### config.mk
export PLATFORM = sky130hd
export DESIGN_NAME = cdb_arbiter_flat
export DESIGN_NICKNAME = d
export VERILOG_FILES = /design/src/rtl/cdb_arbiter_if.sv /design/src/rtl/cdb_arbiter.sv /design/src/flat_wrapper.sv
export SDC_FILE = /design/constraint.sdc
export NUM_CORES = 1
export LEC_CHECK = 0
export BUFFER_PORTS_ARGS = -buffer_cell sky130_fd_sc_hd__buf_4
export CAP_MARGIN = 20
export CELL_PAD_IN_SITES_DETAIL_PLACEMENT = 0
export CELL_PAD_IN_SITES_GLOBAL_PLACEMENT = 1
export CORE_MARGIN = 2
export CORE_UTILIZATION = 48
export DETAILED_ROUTE_END_ITERATION = 16
export GPL_ROUTABILITY_DRIVEN = 0
export PLACE_DENSITY_LB_ADDON = 0.3
export SETUP_SLACK_MARGIN = 0.05
export SYNTH_ARGS = -nofsm -noshare
export SYNTH_HDL_FRONTEND = slang
export SYNTH_SLANG_ARGS = --single-unit
### constraint.sdc
create_clock -name clk -period 15.2 [get_ports clk]
set_clock_uncertainty 0.2 [all_clocks]
set_input_delay 2.28 -clock clk [delete_from_list [all_inputs] [get_ports clk]]
set_output_delay 2.28 -clock clk [all_outputs]
set_load 0.01 [all_outputs]
### src/rtl/cdb_arbiter_if.sv
// cdb_arbiter_if: result-source handshake and Common Data Bus broadcast bundle.
//   src_valid/src_data/src_tag : per-source result offer (master -> arbiter)
//   src_ready                  : per-source holding buffer can accept (arbiter -> master)
//   cdb_valid/cdb_data/cdb_tag/cdb_src : registered broadcast (arbiter -> consumers)
interface cdb_arbiter_if #(
    parameter int N_SRC  = 6,
    parameter int DATA_W = 32,
    parameter int TAG_W  = 4,
    parameter int SRC_W  = $clog2(N_SRC)
);
    logic [N_SRC-1:0]        src_valid;
    logic [N_SRC*DATA_W-1:0] src_data;
    logic [N_SRC*TAG_W-1:0]  src_tag;
    logic [N_SRC-1:0]        src_ready;
    logic [DATA_W-1:0]       cdb_data;
    logic [TAG_W-1:0]        cdb_tag;
    logic                    cdb_valid;
    logic [SRC_W-1:0]        cdb_src;

    modport master (
        output src_valid, src_data, src_tag,
        input  src_ready, cdb_data, cdb_tag, cdb_valid, cdb_src
    );

    modport slave (
        input  src_valid, src_data, src_tag,
        output src_ready, cdb_data, cdb_tag, cdb_valid, cdb_src
    );
endinterface

### src/rtl/cdb_arbiter.sv
// cdb_arbiter: round-robin arbiter granting one-entry result buffers onto a registered CDB.
//   clk     : rising-edge clock
//   rst_n   : asynchronous active-low reset
//   flush_i : synchronous clear of all pending results and the round-robin pointer
//   bus     : slave side of cdb_arbiter_if (source handshakes in, CDB broadcast out)
module cdb_arbiter #(
    parameter int N_SRC  = 6,
    parameter int DATA_W = 32,
    parameter int TAG_W  = 4
) (
    input  logic         clk,
    input  logic         rst_n,
    input  logic         flush_i,
    cdb_arbiter_if.slave bus
);
    localparam int SRC_W = $clog2(N_SRC);

    logic [N_SRC-1:0]  full_q, full_d, grant, accept;
    logic [DATA_W-1:0] data_q [N_SRC];
    logic [DATA_W-1:0] data_d [N_SRC];
    logic [TAG_W-1:0]  tag_q  [N_SRC];
    logic [TAG_W-1:0]  tag_d  [N_SRC];
    logic [SRC_W-1:0]  ptr_q, ptr_d, gnt_idx, idx;
    logic              gnt_any;
    logic              cdb_valid_q, cdb_valid_d;
    logic [DATA_W-1:0] cdb_data_q, cdb_data_d;
    logic [TAG_W-1:0]  cdb_tag_q, cdb_tag_d;
    logic [SRC_W-1:0]  cdb_src_q, cdb_src_d;

    // First full buffer at or after ptr (wrapping) wins; flush suppresses the grant.
    always_comb begin
        gnt_any = 1'b0;
        gnt_idx = '0;
        idx     = '0;
        for (int k = 0; k < N_SRC; k++) begin
            idx = SRC_W'((int'(ptr_q) + k) % N_SRC);
            if (!gnt_any && full_q[idx]) begin
                gnt_any = 1'b1;
                gnt_idx = idx;
            end
        end
        gnt_any = gnt_any & ~flush_i;
        grant   = gnt_any ? (N_SRC'(1) << gnt_idx) : '0;
    end

    // A buffer being granted this cycle can be refilled on the same edge.
    assign bus.src_ready = {N_SRC{~flush_i}} & (~full_q | grant);
    assign accept        = bus.src_valid & bus.src_ready;

    always_comb begin
        full_d      = full_q;
        data_d      = data_q;
        tag_d       = tag_q;
        ptr_d       = ptr_q;
        cdb_valid_d = gnt_any;
        cdb_data_d  = cdb_data_q;
        cdb_tag_d   = cdb_tag_q;
        cdb_src_d   = cdb_src_q;
        for (int i = 0; i < N_SRC; i++) begin
            if (accept[i]) begin
                full_d[i] = 1'b1;
                data_d[i] = bus.src_data[i*DATA_W +: DATA_W];
                tag_d[i]  = bus.src_tag[i*TAG_W +: TAG_W];
            end else if (grant[i]) begin
                full_d[i] = 1'b0;
            end
        end
        if (gnt_any) begin
            ptr_d      = (gnt_idx == SRC_W'(N_SRC - 1)) ? '0 : gnt_idx + 1'b1;
            cdb_data_d = data_q[gnt_idx];
            cdb_tag_d  = tag_q[gnt_idx];
            cdb_src_d  = gnt_idx;
        end
        // Accepts and grants are already blocked while flushing; only state needs clearing.
        if (flush_i) begin
            full_d = '0;
            ptr_d  = '0;
        end
    end

    always_ff @(posedge clk or negedge rst_n) begin
        if (!rst_n) begin
            full_q      <= '0;
            ptr_q       <= '0;
            cdb_valid_q <= 1'b0;
            cdb_data_q  <= '0;
            cdb_tag_q   <= '0;
            cdb_src_q   <= '0;
            for (int i = 0; i < N_SRC; i++) begin
                data_q[i] <= '0;
                tag_q[i]  <= '0;
            end
        end else begin
            full_q      <= full_d;
            ptr_q       <= ptr_d;
            cdb_valid_q <= cdb_valid_d;
            cdb_data_q  <= cdb_data_d;
            cdb_tag_q   <= cdb_tag_d;
            cdb_src_q   <= cdb_src_d;
            data_q      <= data_d;
            tag_q       <= tag_d;
        end
    end

    assign bus.cdb_valid = cdb_valid_q;
    assign bus.cdb_data  = cdb_data_q;
    assign bus.cdb_tag   = cdb_tag_q;
    assign bus.cdb_src   = cdb_src_q;
endmodule

### src/flat_wrapper.sv
// flat-port wrapper written by rule: the top's interface ports become plain ports
module cdb_arbiter_flat 
#(
    parameter int N_SRC  = 6,
    parameter int DATA_W = 32,
    parameter int TAG_W  = 4
)
  (clk, rst_n, flush_i, bus_src_valid, bus_src_data, bus_src_tag, bus_src_ready, bus_cdb_data, bus_cdb_tag, bus_cdb_valid, bus_cdb_src);
  cdb_arbiter_if #(.N_SRC(N_SRC), .DATA_W(DATA_W), .TAG_W(TAG_W)) bus_i ();
  input  logic clk;
  input  logic rst_n;
  input  logic flush_i;
  input wire logic [$bits(bus_i.src_valid)-1:0] bus_src_valid;
  input wire logic [$bits(bus_i.src_data)-1:0] bus_src_data;
  input wire logic [$bits(bus_i.src_tag)-1:0] bus_src_tag;
  output wire logic [$bits(bus_i.src_ready)-1:0] bus_src_ready;
  output wire logic [$bits(bus_i.cdb_data)-1:0] bus_cdb_data;
  output wire logic [$bits(bus_i.cdb_tag)-1:0] bus_cdb_tag;
  output wire logic [$bits(bus_i.cdb_valid)-1:0] bus_cdb_valid;
  output wire logic [$bits(bus_i.cdb_src)-1:0] bus_cdb_src;
  assign bus_i.src_valid = bus_src_valid;
  assign bus_i.src_data = bus_src_data;
  assign bus_i.src_tag = bus_src_tag;
  assign bus_src_ready = bus_i.src_ready;
  assign bus_cdb_data = bus_i.cdb_data;
  assign bus_cdb_tag = bus_i.cdb_tag;
  assign bus_cdb_valid = bus_i.cdb_valid;
  assign bus_cdb_src = bus_i.cdb_src;
  cdb_arbiter #(.N_SRC(N_SRC), .DATA_W(DATA_W), .TAG_W(TAG_W)) u_core (.clk(clk), .rst_n(rst_n), .flush_i(flush_i), .bus(bus_i));
endmodule
==> flow_metrics.env, run 1 <==
export IMPL_grt_util_all_layers_pct=23.90
export IMPL_combPwrFrac_pct=49.7
export IMPL_path_clk_slew_ps=60
export IMPL_synth_top_cell_area_share_pct=51.01
export IMPL_hp_class="register to register"
export IMPL_crit_required_ps=12720
export IMPL_p_int_w=0.002253
export IMPL_worst_r2r_cell_count=15
export IMPL_synth_avg_cell_area_sq_um=13.49
export IMPL_status="complete, no violations"
export IMPL_route_detailed_drc=0
export IMPL_synth_edf_count=0
export IMPL_ys_top_cells_by_count="265 x dfrtp_1, 190 x mux2_2, 60 x mux2_4"
export IMPL_post_cts_buffers=0
export IMPL_yosys_area_top_type="dfrtp_1"
export IMPL_area_delta_synth_final_pct=23.96
export IMPL_synth_fa_ha_area_share_pct=1.059
export IMPL_r2r_slack_ps=8470
export IMPL_fp_row_count=60
export IMPL_synthArstFlopShare_pct=100.0
export IMPL_crit_family="simple AND/OR/NAND/NOR gates"
export IMPL_cts_sinks=265
export IMPL_dr_total_vias=8805
export IMPL_cts_resized=0
export IMPL_cp_startpoint="u_core.ptr_q[0]"
export IMPL_cts_tree="done"
export IMPL_switching_power_w=0.001352
export IMPL_postCtsHoldBufs=0
export IMPL_start_util_pct=48.51
export IMPL_p_leak_nw=7.308
export IMPL_dpl_cell_area_sq_um=15230
export IMPL_critical_path_depth=13
export IMPL_ys_flop_type="dfrtp_1"
export IMPL_power_density_nw_per_um2=223.7
export IMPL_grt_pass1_wl_um=52390
export IMPL_crit_fanout=27
export IMPL_grt_pass1_vias=9153
export IMPL_yosys_area_share_simple_pct=4.726
export IMPL_drt_iter0_drc=546
export IMPL_syn_area_sq_um=13000
export IMPL_tns_ps=0
export IMPL_dp_hpwl_um=22910
export IMPL_synth_area_leaders="dfrtp_1 51%, mux2_2 16%, mux2_4 6.9%, mux2i_1 3.6%, mux2_1 3.2%"
export IMPL_worst_ir_drop_vdd_uv=190.7
export IMPL_numCtsBuffers=28
export IMPL_wl_per_cell_um=21.88
export IMPL_antenna_found_initial=1
export IMPL_synthCells=964
export IMPL_die_w_um=168.6
export IMPL_synth_nets=1200
export IMPL_yosysUniqueCellTypes=65
export IMPL_n_fill_cell=2166
export IMPL_cp_slowest_stage_delay_ps=1040
export IMPL_ctsHtreeMaxLevel=1
export IMPL_cts_buffer_depth=3
export IMPL_synth_seq_cells=265
export IMPL_setup_viol=0
export IMPL_crit_buf_inv=4
export IMPL_min_period_ps=8785
export IMPL_io_pins=271
export IMPL_sw_frac_of_total_pct=37.50
export IMPL_seq_area_frac_synth_pct=51.01
export IMPL_firstDrtPassIters=5
export IMPL_crit_chain="inv_1, ha_1, inv_1, a2111oi_0, nor3_1, mux2i_1, a221o_1, nor3_1, or2_2, buf_4, o31ai_1, nor2b_1, buf_4"
export IMPL_synth_top_family_by_area="multiplexers"
export IMPL_synth_xor_area_share_pct=0.4042
export IMPL_fin_crit_sh_pct=57.80
export IMPL_synth_compound_area_share_pct=8.633
export IMPL_clockRootBuffer="clkbuf_16"
export IMPL_critical_path_slowest_cell="dfrtp_1"
export IMPL_clock_latency_ps=550
export IMPL_final_max_slew_violation_count=0
export IMPL_fmax_mhz=113.8
export IMPL_worstSetupPathType="register to primary output"
export IMPL_pwr_share_seq_pct=32.4
export IMPL_nets=1443
export IMPL_antenna_left=0
export IMPL_overflow=0
export IMPL_slew_headroom_pct=29.04
export IMPL_maxCapViolations=0
export IMPL_die_y_um=168.6
export IMPL_port_buffers=270
export IMPL_synthMuxAreaShare_pct=30.73
export IMPL_design_area_sq_um=16110
export IMPL_clkPwrFrac_pct=18.0
export IMPL_viasPerCell=5.615
export IMPL_ys_warn_count=0
export IMPL_critical_path_endpoint="bus_src_ready[4]"
export IMPL_worst_pin_slew_ps=1064
export IMPL_wirelength_um=34310
export IMPL_multi_input_area_sq_um=5977
export IMPL_critPathCaptureType="primary output"
export IMPL_seq_area_sq_um=6631
export IMPL_worstPathArrival_ps=6310
export IMPL_rsz0062_at_grt="no"
export IMPL_grt_max_degree=119
export IMPL_fp_coreArea_sq_um=26800
export IMPL_die_area_sq_um=28420
export IMPL_reg2reg_to="u_core.data_q[191]"
export IMPL_start_kind="register"
export IMPL_finalHoldViolCount=0
export IMPL_drive_gt1_share_pct=48.78
export IMPL_yosysMostFrequentCell="dfrtp_1"
export IMPL_r2r_start="u_core.ptr_q[0]"
area by class of cell:
| class | count | area share [%] |
|---|---|---|
| flip-flops and latches | 265 | 41.15 |
| multi-input cells | 612 | 37.09 |
| repair buffers | 283 | 13.23 |
| clock buffers | 44 | 5.156 |
| well taps | 341 | 2.648 |
| inverters | 17 | 0.3960 |
| clock inverters | 5 | 0.3106 |
| diodes | 1 | 0.01553 |
layout by cell type (no fill, tap or decap), types with 11 or more instances in the layout:
cell type / n
ha_1: 11
nor2_1: 55
nand2_1: 16
inv_1: 15
buf_4: 282
a221o_1: 33
mux2_4: 60
mux2_1: 37
a211oi_1: 36
mux2_2: 190
dfrtp_1: 265
mux2i_1: 47
clkbuf_16: 28
o21ai_0: 13
metrics by stage:
stage	hold slack [ps]	worst slack [ps]	total power (W)	util, %	std cells
floorplan	252.2	8598	0.002444	-	964
global placement	260.7	7296	0.002930	56.83	1518
CTS	286.6	6539	0.003632	60.12	1567
global route	297.9	6041	0.003832	60.13	1568
detailed placement	273.4	7117	0.002970	56.83	1518
finish	285.6	6415	0.003605	60.13	1568
layer usage:
metal / GRT usage [%] / wire length [um]
met5: 0 / 0
met4: 6.409 / 911
met3: 6.710 / 2729
met2: 39.56 / 16220
met1: 31.07 / 14450
cell families (layout without fill, tap and decap cells):
kind of cell	Yosys count	in the layout
multiplexers	337	337
flip-flops	265	265
AO/OA/AOI/OAI	137	137
AND/OR/NAND/NOR	124	124
buffers and inverters	87	349
adder cells (fa/ha/maj)	11	11
XOR/XNOR	3	3
other	0	1
how the worst min path moves through the flow:
| stage | startpoint | to | cells after the start |
|---|---|---|---|
| after detailed placement | u_core.data_q[39] | u_core.data_q[39] | 1 |
| after CTS | u_core.data_q[58] | u_core.data_q[58] | 1 |
| final | u_core.data_q[61] | u_core.data_q[61] | 1 |
| after global placement | u_core.data_q[40] | u_core.data_q[40] | 1 |
| after floorplan | u_core.data_q[103] | u_core.data_q[103] | 1 |
| after global routing | u_core.data_q[39] | u_core.data_q[39] | 1 |
registers in the layout, indices dropped and copies added (netlist names):
signal                count
u_core.bus.cdb_tag        4
u_core.tag_q             24
u_core.data_q           192
u_core.bus.cdb_valid      1
u_core.ptr_q              3
u_core.bus.cdb_data      32
u_core.full_q             6
u_core.bus.cdb_src        3
power by group through the flow:
stage	registers (W)	clock network [W]	logic, W
after floorplan	0.00114	0	0.00131
after global placement	0.00116	0	0.00177
after detailed placement	0.00117	0	0.00180
after CTS	0.00117	0.000664	0.00180
after global routing	0.00120	0.000689	0.00194
final	0.00117	0.000648	0.00179
No activity file was read; power rests on OpenSTA's default activity.
==> run 2, diff against run 1 <==
--- a/config.mk
+++ b/config.mk
@@ -10,7 +10,7 @@
 export CELL_PAD_IN_SITES_DETAIL_PLACEMENT = 0
 export CELL_PAD_IN_SITES_GLOBAL_PLACEMENT = 1
 export CORE_MARGIN = 2
-export CORE_UTILIZATION = 48
+export CORE_UTILIZATION = 45
 export DETAILED_ROUTE_END_ITERATION = 16
 export GPL_ROUTABILITY_DRIVEN = 0
 export PLACE_DENSITY_LB_ADDON = 0.3
==> constraint.sdc (replaced) <==
create_clock -name clk -period 8.85 [get_ports clk]
set_clock_uncertainty 0.2 [all_clocks]
set_input_delay 1.3275 -clock clk [delete_from_list [all_inputs] [get_ports clk]]
set_output_delay 1.3275 -clock clk [all_outputs]
set_load 0.01 [all_outputs]
==> flow_metrics.env, run 2 (same netlist as run 1, synthesis figures left out) <==
export IMPL_cts_sinks=265
export IMPL_status="complete, no violations"
export IMPL_clkPwrFrac_pct=18.9
export IMPL_p_int_w=0.003935
export IMPL_final_common_cell="buf_4"
export IMPL_nets=1444
export IMPL_path_clk_slew_ps=60
export IMPL_grt_use_met3_pct=6.693
export IMPL_power_density_nw_per_um2=383.5
export IMPL_die_w_um=174.0
export IMPL_min_period_ps=6781
export IMPL_finalHoldViolCount=0
export IMPL_dr_total_vias=8790
export IMPL_grt_pass1_wl_um=52720
export IMPL_pre_cts_slack_ps=2037
export IMPL_grtUsageMet2_pct=36.27
export IMPL_combPwrFrac_pct=49.3
export IMPL_viasPerCell=5.456
export IMPL_fp_row_count=62
export IMPL_worst_r2r_cell_count=17
export IMPL_port_buffers=270
export IMPL_die_y_um=174.0
export IMPL_r2r_start="u_core.ptr_q[1]"
export IMPL_postCtsHoldBufs=0
export IMPL_maxCapViolations=0
export IMPL_top_register="u_core.data_q"
export IMPL_reg2reg_to="u_core.bus.cdb_data[0]"
export IMPL_firstDrtPassIters=4
export IMPL_post_cts_buffers=0
export IMPL_numCtsBuffers=29
export IMPL_cts_resized=0
export IMPL_setup_viol=0
export IMPL_worst_ir_drop_vdd_uv=364.0
export IMPL_grt_pass1_vias=9124
export IMPL_fin_ws_ps=2069
export IMPL_fin_crit_sh_pct=76.62
export IMPL_final_util_pct=56.96
export IMPL_start_kind="register"
export IMPL_p_leak_nw=7.339
export IMPL_gr_max_usage_layer="met2"
export IMPL_min_to="u_core.data_q[35]"
export IMPL_overflow=0
export IMPL_hold_start="u_core.data_q[35]"
export IMPL_grt_max_degree=171
export IMPL_ctsHtreeMaxLevel=1
export IMPL_critPathCaptureType="primary output"
export IMPL_fmax_mhz=147.5
export IMPL_switching_power_w=0.002300
export IMPL_fp_coreArea_sq_um=28550
export IMPL_slew_headroom_pct=34.20
export IMPL_crit_required_ps=7320
export IMPL_r2r_slack_ps=2450
export IMPL_io_pins=271
export IMPL_antenna_found_initial=3
export IMPL_clock_latency_ps=550
export IMPL_tns_ps=0
export IMPL_cp_startpoint="u_core.ptr_q[1]"
export IMPL_drive_gt1_share_pct=49.02
export IMPL_sw_frac_of_total_pct=36.90
export IMPL_route_detailed_drc=0
export IMPL_cts_tree="done"
export IMPL_largest_reg_flops=192
export IMPL_clockRootBuffer="clkbuf_16"
export IMPL_die_area_sq_um=30260
export IMPL_antenna_left=0
export IMPL_rsz0062_at_grt="no"
export IMPL_hp_class="register to register"
export IMPL_start_util_pct=45.54
export IMPL_wl_per_cell_um=20.95
export IMPL_final_max_slew_violation_count=0
export IMPL_dp_hpwl_um=22410
export IMPL_grt_util_all_layers_pct=22.23
export IMPL_cts_buffer_depth=3
export IMPL_mostFrequentLayoutCells="279 x buf_4, 265 x dfrtp_1, 190 x mux2_2, 60 x mux2_4, 55 x nor2_1"
export IMPL_worstSetupPathType="register to primary output"
export IMPL_drt_iter0_drc=448
export IMPL_worstPathArrival_ps=5250
export IMPL_wirelength_um=33750
export IMPL_crit_fanout=81
export IMPL_pwr_share_seq_pct=31.8
export IMPL_whs_ps=283.7
export IMPL_grt_util_met1_pct=29.31
export IMPL_area_delta_synth_final_pct=25.07
export IMPL_hold_depth=1
export IMPL_worst_pin_slew_ps=987.0
==> run 2: cell count changes in the layout (fill, tap and decap cells not counted), sizes merged <==
cell,previous run,this run
clkinvlp,0,2
bufinv,0,2
clkbuf,44,38
clkinv,5,4
diode,1,3
inv,17,18
==> run 2: per-stage QoR <==
stage	instance area, sq um	instances	power (W)
final	16260	1611	0.006235
after global routing	16250	1609	0.006644
after CTS	16220	1607	0.006275
after detailed placement	15310	1560	0.005082
after global placement	15280	1559	0.005013
after floorplan	13000	964	0.004197
==> run 2: how the worst max path moves through the flow <==
stage / to / cells past startpoint
after floorplan: bus_src_ready[3] / 19
after global placement: u_core.bus.cdb_data[0] / 14
after detailed placement: u_core.bus.cdb_tag[3] / 16
after CTS: bus_src_ready[0] / 15
after global routing: bus_src_ready[5] / 16
final: bus_src_ready[5] / 16
==> run 2: final cells by class <==
class,count,area [sq um]
Fill cell,2425,12290
Sequential cell,265,6631
Multi-Input combinational cell,612,5977
Timing Repair Buffer,283,2185
Clock buffer,38,799.5
Tap cell,384,480.5
Clock inverter,9,115.1
Inverter,17,63.81
Antenna cell,3,7.507
==> run 2: power groups by stage <==
stage / Sequential (W) / Clock, W / Combinational (W)
4_1_cts: 0.00200 / 0.00120 / 0.00308
3_5_place_dp: 0.00201 / 0 / 0.00307
3_3_place_gp: 0.00200 / 0 / 0.00302
5_1_grt: 0.00205 / 0.00126 / 0.00334
2_1_floorplan: 0.00195 / 0 / 0.00225
6_report: 0.00198 / 0.00118 / 0.00307
==> run 2: worst max-delay path, stage by stage, from the launching register on <==
cell      delay [ps]
dfrtp_1          520
inv_1            180
ha_1             370
a21oi_2          370
inv_1            110
ha_1             310
nor2b_1          230
a211oi_1         120
a31o_2           270
o211ai_1         260
o211ai_1         120
a32oi_1          380
o41a_2           260
buf_4            710
a21boi_1         230
nor2_1           130
buf_4            130
==> run 2: layer usage <==
| metal | vias up | part of all wire [%] |
|---|---|---|
| met5 | - | 0.039 |
| met4 | 2 | 1.8 |
| met3 | 49 | 8.2 |
| met2 | 286 | 48 |
| met1 | 4389 | 42 |
| li1 | 4064 | - |
==> run 3, diff against run 2 <==
--- a/config.mk
+++ b/config.mk
@@ -10,7 +10,7 @@
 export CELL_PAD_IN_SITES_DETAIL_PLACEMENT = 0
 export CELL_PAD_IN_SITES_GLOBAL_PLACEMENT = 1
 export CORE_MARGIN = 2
-export CORE_UTILIZATION = 45
+export CORE_UTILIZATION = 40
 export DETAILED_ROUTE_END_ITERATION = 16
 export GPL_ROUTABILITY_DRIVEN = 0
 export PLACE_DENSITY_LB_ADDON = 0.3
==> constraint.sdc (replaced) <==
create_clock -name clk -period 6 [get_ports clk]
set_clock_uncertainty 0.2 [all_clocks]
set_input_delay 0.9 -clock clk [delete_from_list [all_inputs] [get_ports clk]]
set_output_delay 0.9 -clock clk [all_outputs]
set_load 0.01 [all_outputs]
==> flow_metrics.env, run 3 (same netlist as run 1, synthesis figures left out) <==
export IMPL_drive_gt1_share_pct=50.64
export IMPL_r2r_start="u_core.ptr_q[0]"
export IMPL_reg2reg_to="u_core.tag_q[22]"
export IMPL_rsz0062_at_grt="no"
export IMPL_cts_tree="done"
export IMPL_fmax_mhz=176.4
export IMPL_start_kind="register"
export IMPL_dpl_cell_area_sq_um=15480
export IMPL_p_int_w=0.005928
export IMPL_setup_viol=0
export IMPL_dr_total_vias=8832
export IMPL_r2r_slack_ps=830
export IMPL_design_area_sq_um=16550
export IMPL_io_pins=271
export IMPL_worst_ir_drop_vdd_uv=396.9
export IMPL_area_delta_synth_final_pct=27.34
export IMPL_wl_per_cell_um=21.20
export IMPL_pre_cts_slack_ps=488.0
export IMPL_numCtsBuffers=30
export IMPL_dp_hpwl_um=24570
export IMPL_final_max_slew_violation_count=0
export IMPL_die_y_um=184.3
export IMPL_hp_class="input port to async pin"
export IMPL_switching_power_w=0.003532
export IMPL_p_leak_nw=7.453
export IMPL_combPwrFrac_pct=49.5
export IMPL_antenna_left=0
export IMPL_clockRootBuffer="clkbuf_16"
export IMPL_worst_r2r_cell_count=14
export IMPL_ctsHtreeMaxLevel=1
export IMPL_viasPerCell=5.235
export IMPL_antenna_found_initial=0
export IMPL_postCtsHoldBufs=0
export IMPL_status="complete, no violations"
export IMPL_nets=1457
export IMPL_cts_sinks=265
export IMPL_largest_reg_flops=192
export IMPL_worstPathArrival_ps=4570
export IMPL_finalHoldViolCount=0
export IMPL_dpl_cell_count=1631
export IMPL_wirelength_um=35760
export IMPL_die_area_sq_um=33960
export IMPL_mostFrequentLayoutCells="291 x buf_4, 264 x dfrtp_1, 190 x mux2_2, 60 x mux2_4, 55 x nor2_1"
export IMPL_fp_coreArea_sq_um=32290
export IMPL_critPathCaptureType="primary output"
export IMPL_grt_pass1_vias=9525
export IMPL_slew_headroom_pct=31.94
export IMPL_pwr_share_seq_pct=30.9
export IMPL_port_buffers=270
export IMPL_grt_max_degree=122
export IMPL_overflow=0
export IMPL_firstDrtPassIters=4
export IMPL_maxCapViolations=0
export IMPL_start_util_pct=40.26
export IMPL_fin_ws_ps=332.4
export IMPL_final_util_pct=51.27
export IMPL_drt_iter0_drc=487
export IMPL_clkPwrFrac_pct=19.6
export IMPL_crit_fanout=12
export IMPL_cts_buffer_depth=3
export IMPL_worst_pin_slew_ps=1021
export IMPL_power_density_nw_per_um2=571.4
export IMPL_path_clk_slew_ps=60
export IMPL_tns_ps=0
export IMPL_final_common_cell="buf_4"
export IMPL_die_w_um=184.3
export IMPL_grt_util_all_layers_pct=21.25
export IMPL_top_register="u_core.data_q"
export IMPL_crit_required_ps=4900
export IMPL_sw_frac_of_total_pct=37.34
export IMPL_stdcell_count=1687
export IMPL_route_detailed_drc=0
export IMPL_clock_latency_ps=570
export IMPL_fp_row_count=66
export IMPL_worstSetupPathType="register to primary output"
export IMPL_min_period_ps=5668
export IMPL_fin_crit_sh_pct=94.46
export IMPL_grt_pass1_wl_um=55420
run 3: power groups by stage:
stage,clock (W),sequential (W),combinational (W)
floorplan,0,0.00288,0.00331
global placement,0,0.00292,0.00462
detailed placement,0,0.00294,0.00468
CTS,0.00190,0.00292,0.00472
global route,0.00199,0.00301,0.00508
finish,0.00185,0.00292,0.00468
run 3: per-stage QoR:
stage / power (W) / hold slack (ps)
global route: 0.01008 / 173.6
global placement: 0.007538 / 262.5
floorplan: 0.006191 / 252.2
CTS: 0.009552 / 169.4
finish: 0.009460 / 136.7
detailed placement: 0.007625 / 264.8
run 3: final cells by class:
type,count,area [sq um]
Timing Repair Buffer,295,2260
Multi-Input combinational cell,612,6025
Inverter,17,63.81
Antenna cell,1,2.502
Clock inverter,13,152.6
Clock buffer,42,865.8
Fill cell,2867,15730
Sequential cell,265,6633
Tap cell,442,553.0
run 3: worst max-delay path by stage:
| stage | from | to | slack [ps] | cells after the start |
|---|---|---|---|---|
| after global routing | u_core.ptr_q[0] | bus_src_ready[3] | 30 | 17 |
| final | u_core.ptr_q[0] | bus_src_ready[1] | 330 | 15 |
| after CTS | u_core.ptr_q[1] | bus_src_ready[4] | 70 | 16 |
| after detailed placement | u_core.ptr_q[1] | bus_src_ready[4] | 490 | 15 |
| after global placement | u_core.ptr_q[1] | bus_src_ready[4] | 610 | 15 |
| after floorplan | u_core.ptr_q[1] | u_core.data_q[65] | 620 | 25 |
run 3: what timing repair did:
action,in CTS,in global routing
endpoints found under the setup margin,4,5
pin swaps,0,0
gates resized for setup,3,10
setup buffers,0,0
cloned,0,0
run 3: routing by layer:
layer	global-route usage, %	share of wire (%)	vias up
met5	0	0	-
met4	5.824	2.7	0
met3	6.264	7.8	63
met2	35.28	47	249
met1	27.05	42	4434
li1	-	-	4086
run 3: worst max-delay path, cell delays in order (launching register included):
cell      delay (ps)
dfrtp_1          440
inv_1            140
ha_1             260
xnor2_2          380
ha_1             320
nor2b_2          180
a211oi_1         110
a31o_2           260
o211ai_1         300
o211ai_1         170
a32oi_2          350
o41ai_4          170
buf_4            230
o31ai_2          350
nor2b_1          190
buf_4            140
